$ cat src/rtl/regfile_dump_reader_if.sv
// regfile_dump_reader_if: valid/ready stream that carries one register value per beat,
// tagged with its index. The beat can also be flagged as last, or as the checksum beat.
interface regfile_dump_reader_if #(
    parameter int unsigned DATAWIDTH = 32,
    parameter int unsigned INDEX     = 5
);
    logic                 m_valid;
    logic                 m_ready;
    logic [DATAWIDTH-1:0] m_data;
    logic [INDEX-1:0]     m_index;
    logic                 m_last;
    logic                 m_is_csum;

    // The dump reader produces beats.
    modport master (
        output m_valid,
        output m_data,
        output m_index,
        output m_last,
        output m_is_csum,
        input  m_ready
    );

    // The debug transport consumes beats.
    modport slave (
        input  m_valid,
        input  m_data,
        input  m_index,
        input  m_last,
        input  m_is_csum,
        output m_ready
    );
endinterface

$ cat src/rtl/regfile_dump_reader.sv
// regfile_dump_reader: after a start pulse, reads every register of the regfile through
// one spare read port. Each value goes out as one indexed beat on a valid/ready stream.
// Each register is sampled in its own READ cycle, so the dump is a rolling snapshot.
// Optional feature: define REGFILE_DUMP_CSUM_EN to add one more beat that carries the
// XOR of all captured values.
module regfile_dump_reader #(
    parameter int unsigned DATAWIDTH = 32,
    parameter int unsigned REGISTERS = 32,
    parameter int unsigned INDEX     = $clog2(REGISTERS)
) (
    input  logic                  clk,
    input  logic                  rst,
    input  logic                  start,
    output logic                  busy,
    output logic                  done,
    output logic [INDEX-1:0]      ra,
    input  logic [DATAWIDTH-1:0]  rd,
    regfile_dump_reader_if.master m
);

    // Compare against the last index explicitly, so a REGISTERS value that is not a
    // power of two works without relying on wrap-around.
    localparam logic [INDEX-1:0] LastIdx = INDEX'(REGISTERS - 1);

`ifdef REGFILE_DUMP_CSUM_EN
    localparam logic CsumOn = 1'b1;
`else
    localparam logic CsumOn = 1'b0;
`endif

    typedef enum logic [2:0] {
        StIdle,
        StRead,
        StSend,
`ifdef REGFILE_DUMP_CSUM_EN
        StCsum,
`endif
        StDone
    } state_e;

    state_e               state_q, state_d;
    logic [INDEX-1:0]     index_q, index_d;
    logic                 m_valid_q, m_valid_d;
    logic [DATAWIDTH-1:0] m_data_q, m_data_d;
    logic [INDEX-1:0]     m_index_q, m_index_d;
    logic                 m_last_q, m_last_d;
    logic                 busy_q, busy_d;
    logic                 done_q, done_d;
`ifdef REGFILE_DUMP_CSUM_EN
    logic [DATAWIDTH-1:0] csum_q, csum_d;
    logic                 m_is_csum_q, m_is_csum_d;
`endif

    logic handshake;
    assign handshake = m_valid_q & m.m_ready;

    // Next-state logic: walk the indices and load the output beat registers.
    always_comb begin
        state_d   = state_q;
        index_d   = index_q;
        m_valid_d = m_valid_q;
        m_data_d  = m_data_q;
        m_index_d = m_index_q;
        m_last_d  = m_last_q;
`ifdef REGFILE_DUMP_CSUM_EN
        csum_d      = csum_q;
        m_is_csum_d = m_is_csum_q;
`endif

        unique case (state_q)
            StIdle: begin
                if (start) begin
                    state_d = StRead;
                    index_d = '0;
`ifdef REGFILE_DUMP_CSUM_EN
                    csum_d  = '0;
`endif
                end
            end

            StRead: begin
                // rd is combinational from ra, so it is captured in the same cycle.
                m_data_d  = rd;
                m_index_d = index_q;
                m_last_d  = (index_q == LastIdx) && !CsumOn;
                m_valid_d = 1'b1;
`ifdef REGFILE_DUMP_CSUM_EN
                csum_d      = csum_q ^ rd;
                m_is_csum_d = 1'b0;
`endif
                state_d   = StSend;
            end

            StSend: begin
                if (handshake) begin
                    m_valid_d = 1'b0;
                    if (index_q == LastIdx) begin
`ifdef REGFILE_DUMP_CSUM_EN
                        state_d = StCsum;
`else
                        state_d = StDone;
`endif
                    end else begin
                        index_d = index_q + INDEX'(1);
                        state_d = StRead;
                    end
                end
            end

`ifdef REGFILE_DUMP_CSUM_EN
            StCsum: begin
                // First cycle in this state loads the checksum beat. After that the state
                // waits for the handshake in the same way as SEND.
                if (!m_valid_q) begin
                    m_data_d    = csum_q;
                    m_index_d   = '0;
                    m_last_d    = 1'b1;
                    m_is_csum_d = 1'b1;
                    m_valid_d   = 1'b1;
                end else if (m.m_ready) begin
                    m_valid_d = 1'b0;
                    state_d   = StDone;
                end
            end
`endif

            StDone: begin
                m_valid_d = 1'b0;
                state_d   = StIdle;
            end

            default: begin
                state_d = StIdle;
            end
        endcase

        // busy and done are registered copies of the next state, so they line up with it.
        busy_d = (state_d != StIdle);
        done_d = (state_d == StDone);
    end

    // State and output registers, with synchronous reset.
    always_ff @(posedge clk) begin
        if (rst) begin
            state_q     <= StIdle;
            index_q     <= '0;
            m_valid_q   <= 1'b0;
            m_data_q    <= '0;
            m_index_q   <= '0;
            m_last_q    <= 1'b0;
            busy_q      <= 1'b0;
            done_q      <= 1'b0;
`ifdef REGFILE_DUMP_CSUM_EN
            csum_q      <= '0;
            m_is_csum_q <= 1'b0;
`endif
        end else begin
            state_q     <= state_d;
            index_q     <= index_d;
            m_valid_q   <= m_valid_d;
            m_data_q    <= m_data_d;
            m_index_q   <= m_index_d;
            m_last_q    <= m_last_d;
            busy_q      <= busy_d;
            done_q      <= done_d;
`ifdef REGFILE_DUMP_CSUM_EN
            csum_q      <= csum_d;
            m_is_csum_q <= m_is_csum_d;
`endif
        end
    end

    assign ra          = index_q;
    assign busy        = busy_q;
    assign done        = done_q;
    assign m.m_valid   = m_valid_q;
    assign m.m_data    = m_data_q;
    assign m.m_index   = m_index_q;
    assign m.m_last    = m_last_q;
`ifdef REGFILE_DUMP_CSUM_EN
    assign m.m_is_csum = m_is_csum_q;
`else
    assign m.m_is_csum = 1'b0;
`endif

endmodule
$ cat src/flat_wrapper.sv
// flat-port wrapper written by rule: the top's interface ports become plain ports
module regfile_dump_reader_flat 
#(
    parameter int unsigned DATAWIDTH = 32,
    parameter int unsigned REGISTERS = 32,
    parameter int unsigned INDEX     = $clog2(REGISTERS)
)
  (clk, rst, start, busy, done, ra, rd, m_m_valid, m_m_data, m_m_index, m_m_last, m_m_is_csum, m_m_ready);
  regfile_dump_reader_if #(.DATAWIDTH(DATAWIDTH), .INDEX(INDEX)) m_i ();
  input  logic clk;
  input  logic rst;
  input  logic start;
  output logic busy;
  output logic done;
  output logic [INDEX-1:0] ra;
  input  logic [DATAWIDTH-1:0] rd;
  output wire logic [$bits(m_i.m_valid)-1:0] m_m_valid;
  output wire logic [$bits(m_i.m_data)-1:0] m_m_data;
  output wire logic [$bits(m_i.m_index)-1:0] m_m_index;
  output wire logic [$bits(m_i.m_last)-1:0] m_m_last;
  output wire logic [$bits(m_i.m_is_csum)-1:0] m_m_is_csum;
  input wire logic [$bits(m_i.m_ready)-1:0] m_m_ready;
  assign m_m_valid = m_i.m_valid;
  assign m_m_data = m_i.m_data;
  assign m_m_index = m_i.m_index;
  assign m_m_last = m_i.m_last;
  assign m_m_is_csum = m_i.m_is_csum;
  assign m_i.m_ready = m_m_ready;
  regfile_dump_reader #(.DATAWIDTH(DATAWIDTH), .REGISTERS(REGISTERS), .INDEX(INDEX)) u_core (.clk(clk), .rst(rst), .start(start), .busy(busy), .done(done), .ra(ra), .rd(rd), .m(m_i));
endmodule
$ cat config.mk
export PLATFORM = sky130hd
export DESIGN_NAME = regfile_dump_reader_flat
export DESIGN_NICKNAME = d
export VERILOG_FILES = /design/src/rtl/regfile_dump_reader_if.sv /design/src/rtl/regfile_dump_reader.sv /design/src/flat_wrapper.sv
export SDC_FILE = /design/constraint.sdc
export NUM_CORES = 1
export LEC_CHECK = 0
export ABC_CLOCK_PERIOD_IN_PS = 2100
export CAP_MARGIN = 0
export CORE_ASPECT_RATIO = 1.25
export CORE_MARGIN = 1.5
export CORE_UTILIZATION = 37
export DETAILED_ROUTE_END_ITERATION = 8
export HOLD_SLACK_MARGIN = 0.08
export PLACE_DENSITY = 0.81
export SLEW_MARGIN = 20
export SYNTH_ARGS = -nofsm -noshare
export SYNTH_HDL_FRONTEND = slang
export SYNTH_SLANG_ARGS = --single-unit
$ cat constraint.sdc
create_clock -name clk -period 2.1 [get_ports clk]
set_clock_uncertainty 0.15 [all_clocks]
set_input_delay 0.315 -clock clk [delete_from_list [all_inputs] [get_ports clk]]
set_output_delay 0.315 -clock clk [all_outputs]
set_load 0.005 [all_outputs]
==> impl_metrics.tcl, run 1 <==
set metrics [dict create \
    gr-total-overflow 0 \
    synth_top_area_cell "dfxtp_1" \
    drc 0 \
    fin_crit_sh_pct 94.9 \
    htreeDepth 2 \
    cp_slowest_stage_delay_ns 0.51 \
    period_minus_slack_ns 1.99 \
    netlist_area_um2 1830 \
    synth_common_cells "nand2_1, dfxtp_1, a21oi_1" \
    cpLargestDelayFamily "simple AND/OR/NAND/NOR gates" \
    p_leak_nw 0.978 \
    path_cells "ha_1 -> and3_1 -> ha_1 -> nand3b_1 -> or4_4 -> a21oi_2" \
    synthArstFlopShare_pct 0 \
    grt_pass1_wl_um 7310 \
    synth_seq_cells 49 \
    crit_buf_inv 0 \
    initial_core_util_pct 38.5 \
    clock_path_buffers 2 \
    layout-drive-gt1-share_pct 7.44 \
    slowest_stage "or4_4" \
    powerDensity_nw_per_um2 606 \
    core_um2 4760 \
    seq_area_frac_synth_pct 53.5 \
    ys.warnings.count 0 \
    arrival_ns 2.07 \
    start_kind "flip-flop" \
    fin_ws_ns 0.106 \
    rsz0062_at_grt "no" \
    io_buffers 81 \
    first_pass_iters 5 \
    ctsHoldBuffers 0 \
    setup_tns_ns 0 \
    status "complete, no violations" \
    synth_most_common_cell "nand2_1" \
    endpoint_kind "flip-flop" \
    netlist.area_leader.share_pct 53.5 \
    ant_nets 0 \
    maxCapViolations 0 \
    fin_nets 346 \
    grt.total_usage_pct 17.1 \
    min_path_type "flip-flop to flip-flop" \
    dr.first_iter.drc_count 49 \
    setup.worst_path.class "flip-flop to flip-flop" \
    rows 28 \
    cts_tree "built" \
    place.detailed.hpwl_um 3210 \
    slew_viol_final 0 \
    post_cts_buffers 0 \
    syn_inst 226 \
    antenna_found_initial 0 \
    gp_congestion 0.749 \
    synth_flop_cell "dfxtp_1" \
    num_vias 1788 \
    crit_path_frequent_cell "ha_1" \
    required_ns 2.18 \
    worst-path-max-fanout 5 \
    cts-buffers-inserted 5 \
    setup_viol 0 \
    insertion_delay_ns 0.29 \
    vias_per_cell 4.85 \
    yosysUniqueCellTypes 32 \
    final_util_pct 59.5 \
    path_clk_slew_ns 0.08 \
    drt_wl_total_um 4440 \
    die_x_um 66.0 \
    max_freq_mhz 502 \
    diodes 0 \
    cts.sinks 49 \
    yosys-top-cells-area "dfxtp_1, nand2_1, a21oi_1, clkbuf_1, buf_2" \
    post-place-ws_ns 0.105 \
    grt_pass1_vias 1670 \
    synthToLayoutAreaGrowth_pct 54.6 \
    syn_area_per_cell_um2 8.12 \
    synth_edf_count 0 \
    cts-resized-gates 0 \
    die-area_um2 5390 \
    hold_viol 0 \
    ios 83 \
    cts-root-buf "clkbuf_8" \
    vdd_drop_max_uv 434 \
    chipHeight_um 81.7 \
    avgRoutedWirePerCell_um 12.0 \
    grt_max_degree 39 \
]
[layout by cell type (no fill, tap or decap), types with 2 or more instances in the layout]
master	n
a21oi_1	44
buf_4	11
clkbuf_8	7
clkdlybuf4s50_1	81
conb_1	2
dfxtp_1	48
ha_1	2
nand2_1	76
nand3_1	3
nor2_1	2
nor2b_1	4
nor3_1	2
o211ai_1	2
o21ai_0	2
o31ai_1	2
or3_1	2
or3b_1	2
[layout make-up]
class	instances	area [um^2]
Clock inverter	1	5.00
Sequential cell	49	982
Inverter	1	3.75
Fill cell	455	1930
Tap cell	60	75.1
Clock buffer	7	96.3
Multi-Input combinational cell	159	781
Timing Repair Buffer	92	893
[state kept, by name, summed over array words and instances, names as in the netlist]
register and cells:
u_core.done 1, u_core.busy 1, u_core.m.m_index 5, u_core.m.m_last 1
u_core.state_q 3, u_core.m.m_valid 1, u_core.m.m_data 32, u_core.ra 5
[per-layer routing]
layer	vias to the layer above	global-route usage, %	share of wire (%)
met5	-	0	0
met4	0	4.29	0.81
met3	4	6.03	7.8
met1	818	17.8	40
met2	57	32.4	51
li1	909	-	-
[logic make-up (layout without fill, tap and decap cells)]
family                     count (synthesis)  in the layout  share of synthesized area, %
DFF                                       49             49                          53.5
and+or+nand+nor                          101            101                          24.6
adders and majority gates                  2              2                          1.36
buffers and inverters                     19            101                          4.43
other                                      1              2                         0.204
AOI/OAI and AO/OA                         54             54                          15.9
[worst paths after layout]
| path | start | endpoint | slack [ns] | cells past startpoint |
|---|---|---|---|---|
| worst min-delay path | u_core.m.m_last | u_core.m.m_last | 0.31 | 2 |
| worst max register to register | u_core.ra[1] | u_core.ra[3] | 0.11 | 6 |
| worst max-delay path | u_core.ra[1] | u_core.ra[3] | 0.11 | 6 |
| worst min register to register | u_core.m.m_last | u_core.m.m_last | 0.31 | 2 |
[metrics by stage]
step	power, mW	instances	area [um^2]	hold WS, ns
final	1.72	369	2840	0.305
after global routing	1.79	369	2840	0.321
after detailed placement	1.15	361	2730	0.296
after floorplan	1.04	227	1840	0.301
after global placement	1.15	361	2730	0.291
after CTS	1.74	369	2840	0.308
[worst min-delay path, delay by kind of cell (launching register included)]
kind | cells | cell delay (ns)
AOI/OAI and AO/OA | 1 | 0.05
and+or+nand+nor | 1 | 0.05
DFF | 1 | 0.31
[report_power, final]
part	internal (mW)	switching, mW
combinational	0.108	0.0679
sequential	0.946	0.0101
clock	0.298	0.289
total	1.35	0.367
No activity file was read; power rests on OpenSTA's default activity.
==> run 2, diff against run 1 <==
Settings changed: CORE_MARGIN 1.5 to default.
==> impl_metrics.tcl, run 2 (same netlist as run 1, synthesis figures left out) <==
set metrics [dict create \
    status "complete, no violations" \
    num_vias 1785 \
    cts.sinks 49 \
    endpoint_kind "flip-flop" \
    antenna_found_initial 0 \
    htreeDepth 2 \
    ctsHoldBuffers 0 \
    clock_path_buffers 2 \
    drt_wl_total_um 4430 \
    path_clk_slew_ns 0.09 \
    setup_tns_ns 0 \
    powerDensity_nw_per_um2 595 \
    core_um2 4760 \
    vias_per_cell 4.85 \
    fin_crit_sh_pct 96.0 \
    required_ns 2.19 \
    cts-root-buf "clkbuf_8" \
    gr-total-overflow 0 \
    setup_viol 0 \
    p_leak_nw 0.958 \
    start_kind "flip-flop" \
    ant_nets 0 \
    hold_viol 0 \
    io_buffers 81 \
    place.detailed.hpwl_um 3000 \
    grt_max_degree 39 \
    initial_core_util_pct 38.5 \
    avgRoutedWirePerCell_um 12.0 \
    cts-buffers-inserted 5 \
    min_from "u_core.m.m_data[31]" \
    diodes 0 \
    crit_start "u_core.ra[0]" \
    insertion_delay_ns 0.30 \
    maxCapViolations 0 \
    max_freq_mhz 496 \
    grt.total_usage_pct 17.6 \
    post_cts_buffers 0 \
    chipHeight_um 80.7 \
    mostFrequentLayoutCell "clkdlybuf4s50_1" \
    gp_congestion 0.816 \
    drc 0 \
    cts-resized-gates 0 \
    total_power_mw 1.67 \
    min_path_type "flip-flop to flip-flop" \
    r2r-start "u_core.ra[0]" \
    die_x_um 65.0 \
    period_minus_slack_ns 2.02 \
    layout-drive-gt1-share_pct 6.49 \
    vdd_drop_max_uv 366 \
    fin_nets 345 \
    grt_pass1_wl_um 7240 \
    whs_ns 0.306 \
    synthToLayoutAreaGrowth_pct 53.4 \
    largest_reg_flops 32 \
    whs_path_depth 2 \
    slew_viol_final 0 \
    layout_common_cells "clkdlybuf4s50_1, nand2_1, dfxtp_1, a21oi_1, buf_4" \
    rrSetupSlack_ns 0.08 \
    ios 83 \
    rows 28 \
    rsz0062_at_grt "no" \
    first_pass_iters 4 \
    grt_pass1_vias 1721 \
    rr_worst_depth 6 \
    setup.worst_path.class "flip-flop to flip-flop" \
    die-area_um2 5240 \
    arrival_ns 2.11 \
    worst-path-max-fanout 7 \
    dr.first_iter.drc_count 70 \
    cts_tree "built" \
]
-- run 2: final cells by class --
type	count	area [um^2]
fillers	453	1950
multi-input cells	159	781
repair buffers	91	886
clock buffers	6	72.6
clock inverters	2	15.0
well taps	60	75.1
inverters	1	3.75
flip-flops and latches	49	981
-- run 2: worst max-delay path: stages, from the launching register on --
cell and delay, ns:
dfxtp_1 0.33, ha_1 0.20, and3_1 0.19, ha_1 0.21, nand3b_1 0.29, or4_4 0.47
a21oi_2 0.13
-- run 2: metrics by stage --
stage	cell area, um^2	instances	util [%]	worst slack [ns]
floorplan	1840	227	-	0.0828
finish	2810	368	59.1	0.0835
global route	2810	368	59.1	0.0124
CTS	2810	368	59.1	0.0311
detailed placement	2730	360	57.2	0.0875
global placement	2730	360	57.2	0.116
-- run 2: routing by layer --
metal	part of all wire (%)	wire (um)	GRT usage [%]
met4	1.0	45	4.89
met2	49	2170	32.7
met3	7.1	313	4.97
met5	0	0	0
met1	43	1900	19.2
-- run 2: where the power goes --
part	switching (mW)	internal (mW)
sequential	0.00993	0.946
combinational	0.0671	0.106
clock	0.309	0.235
total	0.386	1.29
-- run 2: path summary, 6_finish.rpt --
check,endpoint
max,u_core.ra[3]
max reg2reg,u_core.ra[3]
min reg2reg,u_core.m.m_data[31]
min,u_core.m.m_data[31]
